[src/rtl/max7219_spi_rx_if.sv]
// Serial pin and decoded word bundle for the MAX7219 receive decoder.
// slave = decoder side (pins in, words out); master = pin driver / word consumer.
interface max7219_spi_rx_if #(
    parameter int IDX_W = 3
);
    logic             max7219_clk;
    logic             max7219_din;
    logic             max7219_load;
    logic             word_valid;
    logic [IDX_W-1:0] word_idx;
    logic [3:0]       word_addr;
    logic [7:0]       word_data;
    logic             len_err;
    logic             overrun;
    logic             busy;

    modport slave (
        input  max7219_clk, max7219_din, max7219_load,
        output word_valid, word_idx, word_addr, word_data, len_err, overrun, busy
    );

    modport master (
        output max7219_clk, max7219_din, max7219_load,
        input  word_valid, word_idx, word_addr, word_data, len_err, overrun, busy
    );
endinterface

[src/rtl/max7219_spi_rx.sv]
// Decodes a MAX7219 daisy-chain frame back into per-matrix {addr,data} words.
// Optional digit register mirror enabled by MAX7219_RX_REGFILE_EN.
//   state | meaning
//   IDLE  | waiting for a load rising edge
//   EMIT  | streaming latched words idx 0..N-1, one per cycle
module max7219_spi_rx #(
    parameter  int G_NB_MATRIX   = 8,
    parameter  int G_SYNC_STAGES = 2,
    localparam int IDX_W         = (G_NB_MATRIX > 1) ? $clog2(G_NB_MATRIX) : 1
) (
    input  logic                    clk,
    input  logic                    rst,
    max7219_spi_rx_if.slave         bus,
    input  logic [IDX_W-1:0]        i_rd_matrix,
    input  logic [2:0]              i_rd_digit,
    output logic [7:0]              o_rd_data
);
    localparam int FRAME_W = 16 * G_NB_MATRIX;
    localparam int CNT_W   = $clog2(FRAME_W + 2);
    localparam logic [CNT_W-1:0] CNT_FULL = CNT_W'(FRAME_W);
    localparam logic [CNT_W-1:0] CNT_SAT  = CNT_W'(FRAME_W + 1);
    localparam logic [IDX_W-1:0] LAST_IDX = IDX_W'(G_NB_MATRIX - 1);

    typedef enum logic {IDLE, EMIT} state_t;

    logic [G_SYNC_STAGES-1:0] clk_sync, din_sync, load_sync;
    logic                     clk_d, load_d;
    logic                     clk_rise, load_rise, load_lvl, din_s;

    state_t               state;
    logic [FRAME_W-1:0]   sreg, ebuf;
    logic [CNT_W-1:0]     bit_cnt;
    logic [IDX_W-1:0]     emit_idx;
    logic [11:0]          cur_word;

    logic             word_valid, len_err, overrun, busy;
    logic [IDX_W-1:0] word_idx;
    logic [3:0]       word_addr;
    logic [7:0]       word_data;

    always_ff @(posedge clk) begin
        if (rst) begin
            clk_sync  <= '0;
            din_sync  <= '0;
            load_sync <= '0;
            clk_d     <= 1'b0;
            load_d    <= 1'b0;
        end else begin
            clk_sync  <= {clk_sync[G_SYNC_STAGES-2:0], bus.max7219_clk};
            din_sync  <= {din_sync[G_SYNC_STAGES-2:0], bus.max7219_din};
            load_sync <= {load_sync[G_SYNC_STAGES-2:0], bus.max7219_load};
            clk_d     <= clk_sync[G_SYNC_STAGES-1];
            load_d    <= load_sync[G_SYNC_STAGES-1];
        end
    end

    assign clk_rise  = clk_sync[G_SYNC_STAGES-1] & ~clk_d;
    assign load_rise = load_sync[G_SYNC_STAGES-1] & ~load_d;
    assign load_lvl  = load_sync[G_SYNC_STAGES-1];
    assign din_s     = din_sync[G_SYNC_STAGES-1];

    assign cur_word = ebuf[16*int'(emit_idx) +: 12];

    // A load edge wins over everything else in its cycle, including a coincident clk edge.
    always_ff @(posedge clk) begin
        if (rst) begin
            state      <= IDLE;
            sreg       <= '0;
            ebuf       <= '0;
            bit_cnt    <= '0;
            emit_idx   <= '0;
            word_valid <= 1'b0;
            word_idx   <= '0;
            word_addr  <= '0;
            word_data  <= '0;
            len_err    <= 1'b0;
            overrun    <= 1'b0;
            busy       <= 1'b0;
        end else begin
            word_valid <= 1'b0;
            len_err    <= 1'b0;
            overrun    <= 1'b0;
            if (load_rise) begin
                ebuf     <= sreg;
                sreg     <= '0;
                bit_cnt  <= '0;
                len_err  <= (bit_cnt != CNT_FULL);
                overrun  <= (state == EMIT);
                emit_idx <= '0;
                state    <= EMIT;
                busy     <= 1'b1;
            end else begin
                if (clk_rise && !load_lvl) begin
                    sreg <= {sreg[FRAME_W-2:0], din_s};
                    if (bit_cnt != CNT_SAT)
                        bit_cnt <= bit_cnt + 1'b1;
                end
                case (state)
                    IDLE: busy <= 1'b0;
                    EMIT: begin
                        busy       <= 1'b1;
                        word_valid <= 1'b1;
                        word_idx   <= emit_idx;
                        word_addr  <= cur_word[11:8];
                        word_data  <= cur_word[7:0];
                        if (emit_idx == LAST_IDX)
                            state <= IDLE;
                        else
                            emit_idx <= emit_idx + 1'b1;
                    end
                    default: state <= IDLE;
                endcase
            end
        end
    end

    assign bus.word_valid = word_valid;
    assign bus.word_idx   = word_idx;
    assign bus.word_addr  = word_addr;
    assign bus.word_data  = word_data;
    assign bus.len_err    = len_err;
    assign bus.overrun    = overrun;
    assign bus.busy       = busy;

`ifdef MAX7219_RX_REGFILE_EN
    logic [7:0] regfile [G_NB_MATRIX][8];
    logic       wr_en;
    logic [2:0] wr_digit;

    // Digit registers live at addr 1..8; 3-bit wrap maps addr 8 onto digit 7.
    assign wr_en    = (state == EMIT) && !load_rise &&
                      (cur_word[11:8] >= 4'd1) && (cur_word[11:8] <= 4'd8);
    assign wr_digit = cur_word[10:8] - 3'd1;

    always_ff @(posedge clk) begin
        if (wr_en)
            regfile[emit_idx][wr_digit] <= cur_word[7:0];
    end

    always_ff @(posedge clk) begin
        if (rst)
            o_rd_data <= '0;
        else if (int'(i_rd_matrix) < G_NB_MATRIX)
            o_rd_data <= regfile[i_rd_matrix][i_rd_digit];
        else
            o_rd_data <= '0;
    end
`else
    wire unused_rd = ^{i_rd_matrix, i_rd_digit};
    assign o_rd_data = '0;
`endif

endmodule

[src/flat_wrapper.sv]
// flat-port wrapper written by rule: the top's interface ports become plain ports
module max7219_spi_rx_flat 
#(
    parameter  int G_NB_MATRIX   = 8,
    parameter  int G_SYNC_STAGES = 2,
    localparam int IDX_W         = (G_NB_MATRIX > 1) ? $clog2(G_NB_MATRIX) : 1
)
  (clk, rst, i_rd_matrix, i_rd_digit, o_rd_data, bus_max7219_clk, bus_max7219_din, bus_max7219_load, bus_word_valid, bus_word_idx, bus_word_addr, bus_word_data, bus_len_err, bus_overrun, bus_busy);
  max7219_spi_rx_if #(.IDX_W(3)) bus_i ();
  input  logic clk;
  input  logic rst;
  input  logic [IDX_W-1:0] i_rd_matrix;
  input  logic [2:0] i_rd_digit;
  output logic [7:0] o_rd_data;
  input wire logic [$bits(bus_i.max7219_clk)-1:0] bus_max7219_clk;
  input wire logic [$bits(bus_i.max7219_din)-1:0] bus_max7219_din;
  input wire logic [$bits(bus_i.max7219_load)-1:0] bus_max7219_load;
  output wire logic [$bits(bus_i.word_valid)-1:0] bus_word_valid;
  output wire logic [$bits(bus_i.word_idx)-1:0] bus_word_idx;
  output wire logic [$bits(bus_i.word_addr)-1:0] bus_word_addr;
  output wire logic [$bits(bus_i.word_data)-1:0] bus_word_data;
  output wire logic [$bits(bus_i.len_err)-1:0] bus_len_err;
  output wire logic [$bits(bus_i.overrun)-1:0] bus_overrun;
  output wire logic [$bits(bus_i.busy)-1:0] bus_busy;
  assign bus_i.max7219_clk = bus_max7219_clk;
  assign bus_i.max7219_din = bus_max7219_din;
  assign bus_i.max7219_load = bus_max7219_load;
  assign bus_word_valid = bus_i.word_valid;
  assign bus_word_idx = bus_i.word_idx;
  assign bus_word_addr = bus_i.word_addr;
  assign bus_word_data = bus_i.word_data;
  assign bus_len_err = bus_i.len_err;
  assign bus_overrun = bus_i.overrun;
  assign bus_busy = bus_i.busy;
  max7219_spi_rx #(.G_NB_MATRIX(G_NB_MATRIX), .G_SYNC_STAGES(G_SYNC_STAGES)) u_core (.clk(clk), .rst(rst), .bus(bus_i), .i_rd_matrix(i_rd_matrix), .i_rd_digit(i_rd_digit), .o_rd_data(o_rd_data));
endmodule
[config.mk]
export PLATFORM = sky130hd
export DESIGN_NAME = max7219_spi_rx_flat
export DESIGN_NICKNAME = d
export VERILOG_FILES = /design/src/rtl/max7219_spi_rx_if.sv /design/src/rtl/max7219_spi_rx.sv /design/src/flat_wrapper.sv
export SDC_FILE = /design/constraint.sdc
export NUM_CORES = 1
export LEC_CHECK = 0
export ABC_AREA = 1
export CAP_MARGIN = 40
export CELL_PAD_IN_SITES_DETAIL_PLACEMENT = 0
export CELL_PAD_IN_SITES_GLOBAL_PLACEMENT = 1
export CORE_ASPECT_RATIO = 1.1
export CORE_MARGIN = 5
export CORE_UTILIZATION = 40
export DETAILED_ROUTE_END_ITERATION = 16
export PLACE_DENSITY_LB_ADDON = 0.1
export SETUP_SLACK_MARGIN = 0.3
export SLEW_MARGIN = 30
export SYNTH_ARGS = -nofsm -noshare
export SYNTH_HDL_FRONTEND = slang
export SYNTH_SLANG_ARGS = --single-unit
[constraint.sdc]
create_clock -name clk -period 1.1 [get_ports clk]
set_input_delay 0.165 -clock clk [delete_from_list [all_inputs] [get_ports clk]]
set_output_delay 0.165 -clock clk [all_outputs]
set_load 0.01 [all_outputs]
==> impl_results.md <==
- Final core occ: 58.84%
- Number of global-route vias before repair: 8122
- Total gr overflow: 0
- Initial Utilization: 40.79%
- Worst-path maximum fanout: 8
- Final Max Tran Viols: 0
- Syn Inst Count: 1261
- Row count: 59
- Fmax: 0.7389 GHz
- FF-to-FF End: u_core.sreg[81]
- Final antenna diode count: 0
- Maxcap violations: 0
- Vias: 8567
- Cell area after layout: 0.01403 mm2
- Yosys warning total: 0
- Register-to-register setup slack: -250 ps
- Critical path class: register to register
- Crit path from: u_core.clk_sync[1]
- Pwr dens: 1533 mW/mm2
- Setup TNS: -41140 ps
- Clk buf depth: 3
- Total wire length: 27.87 mm
- FF-to-FF path depth: 7
- Post-placement cell count: 1592
- Simple-Gate Fraction of Synth Area: 15.76%
- Sequential element share of the synthesized area: 53.31%
- Peak supply drop: 0.0009945 V
- Xor and xnor area share after synthesis: 0.1801%
- Crit path max-delay cell type: dfxtp_2
- First-pass GRT wire length: 42.74 mm
- Initial drt markers: 405
- Num CTS Buffers: 28
- Synth Area in Compound Gates: 18.44%
- Violated checks: setup timing
- Worst-Skew Late Latency: 530 ps
- Die Ht: 173.5 um
- Status: finished, violations left
- Layout cells sized above 1: 31.21%
- Die X: 158.7 um
- Tmin final: 1353 ps
- Critical Path Sink: u_core.sreg[81]
- I/O pin count: 38
- Layout Skew: 11.49 ps
- # DRC: 0
- Top-area cell type share of the netlist area: 53.31%
- RSZ-0062 raised after global routing: true
- Vias per cell: 5.033
- # hold bufs at CTS: 0
- Critical Path AT: 1760 ps
- Worst reg2reg path startpoint: u_core.clk_sync[1]
- Worst setup margin: -253.3 ps
- Clock slew at reported path FFs: 60 ps
- Seq cells post-synth: 259
- Crit path largest cell delay: 320 ps
- H-tree depth: 1
- CTS Sinks: 259
- GR Util All Layers: 18.96%
- Final net count: 1393
- CTS tree: built
- Placed cell areas: 0.01100 mm2
- Syn_area_per_cell: 7.713 um2
- Finish-stage setup viols: 267
- Hold Fails Final Rpt: 0
- Port buffer count: 23
- Core box area: 0.02384 mm2
- Initial antenna violation count: 0
- Synth cell types: 24
- Top cells by area, synth: dfxtp_1 (53%), o21ai_0 (9.2%), nand2_1 (8.7%), inv_1 (6.8%), a21oi_1 (5.9%)
- CTS root buf: clkbuf_16
- CP Capture Type: register
- Largest family of logic cells by synthesized area: compound AO/OA/AOI/OAI gates
- CP most frequent cell: clkbuf_16
- Total die area: 0.02754 mm2
- Non-filler cells, final: 1702
- Worst hold-check path type: input pin to register
- Adder-Cell Fraction of Synth Area: 0.6433%
- Post-synthesis mux area share: 0%
- LEAKAGE: 5.756 nW
- Final HPWL from detailed placement: 16.04 mm
- Synth Cell Area: 0.009726 mm2
- Final period util: 123.0%
- Cells along the critical path: inv_2 -> nor3_4 -> buf_6 -> clkbuf_16 -> buf_12 -> clkbuf_16 -> a21oi_1
- Largest net degree at the start of global routing: 38
- Wire per inst: 16.38 um
- First-pass iteration count of the detailed router: 7
- Synth area leader: dfxtp_1
- Antenna Violating Nets Remaining: 0
- Required time worst endpoint: 1510 ps
- Final Wtd Congestion: 0.7676
- CP startpoint kind: register
- Area grow syn2layout: 44.26%
## how the worst min path moves through the flow
stage                  startpoint                 end  slack, ps  cells past startpoint
2_1_floorplan                 rst       u_core.load_d        230                      1
3_3_place_gp   u_core.clk_sync[0]  u_core.clk_sync[1]        380                      2
3_5_place_dp   u_core.clk_sync[0]  u_core.clk_sync[1]        390                      2
4_1_cts           bus_max7219_din  u_core.din_sync[0]        130                      3
5_1_grt           bus_max7219_din  u_core.din_sync[0]        150                      3
6_report          bus_max7219_din  u_core.din_sync[0]        160                      3
## registers in the layout, summed over array words and instances (netlist names), 2 cells and up
name	flops
u_core.bit_cnt	8
u_core.bus.word_addr	4
u_core.bus.word_data	8
u_core.bus.word_idx	3
u_core.clk_sync	2
u_core.din_sync	2
u_core.ebuf	96
u_core.emit_idx	3
u_core.load_sync	2
u_core.sreg	124
## layout by cell type (no fill, tap or decap), types with 19 or more instances in the layout
cell type	count
clkbuf_16	41
a21oi_2	21
a21oi_1	94
buf_4	60
dfxtp_2	19
nand2_2	46
buf_6	33
nand2_1	158
o21ai_0	49
buf_16	19
dfxtp_1	235
o21ai_1	96
o21ai_2	37
nand2_4	20
o22ai_1	43
inv_1	172
nand3_2	45
buf_12	34
nand3_1	30
nor2_1	63
## metal layers
layer	global-route usage (%)	wire [um]	part of all wire [%]
met2	30.21	13010	47
met3	2.447	1117	4.0
met5	0	0	0
met1	27.67	13430	48
met4	3.626	318	1.1
## worst max-delay path, delay by kind of cell (launching register included)
kind                   cells  cell delay, ps
AO/OA/AOI/OAI              1              60
AND/OR/NAND/NOR            1             170
buffers and inverters      5             700
flip-flops                 1             320
## through the flow
stage               power, mW  hold WS [ps]  worst slack [ps]
floorplan               10.97         230.3            -89.25
global placement        11.46         383.5            -423.3
detailed placement      11.47         391.0            -441.5
CTS                     21.43         129.0            -239.8
global route            22.35         153.1            -314.2
finish                  21.51         156.3            -253.3
## kinds of logic (layout without fill, tap and decap cells)
logic type               after synthesis  in the layout
flip-flops                           259            259
AND/OR/NAND/NOR                      376            376
other                                  1              8
adder cells (fa/ha/maj)                5              5
AO/OA/AOI/OAI                        346            346
XOR/XNOR                               2              2
buffers and inverters                272            401
## synth_stat cells
library cell  count
a21oi_1         115
a31oi_1           1
buf_1             2
buf_2            49
buf_4            11
buf_6             1
clkbuf_1         27
clkinv_1          2
conb_1            1
dfxtp_1         259
ha_1              5
inv_1           177
inv_2             3
nand2_1         226
nand2_2           1
nand3_1          77
nor2_1           69
nor2_2            1
nor2_4            1
nor3_4            1
o21ai_0         178
o21ai_1           4
o22ai_1          48
xor2_1            2
## cell type report
class	instances	area [um2]
tap	305	381.6
clock inverter	11	107.6
clock buffer	39	833.3
timing repair inverter	1	8.758
fill	2165	9814
sequential	259	5228
timing repair buffer	168	2436
multi-input combinational	737	4314
inverter	182	720.7
## report_power, final
part	internal [mW]	total, mW	switching, mW
Sequential	9.65	9.80	0.159
Clock	5.72	9.50	3.78
Combinational	1.00	2.20	1.20
## what timing repair did
item	CTS	global route
pin swaps	23	45
gates cloned	16	14
setup buffers	24	6
setup endpoints to repair	270	270
resized for setup	250	194
hold endpoints to repair	0	0
(Power assumes the default switching activity.)
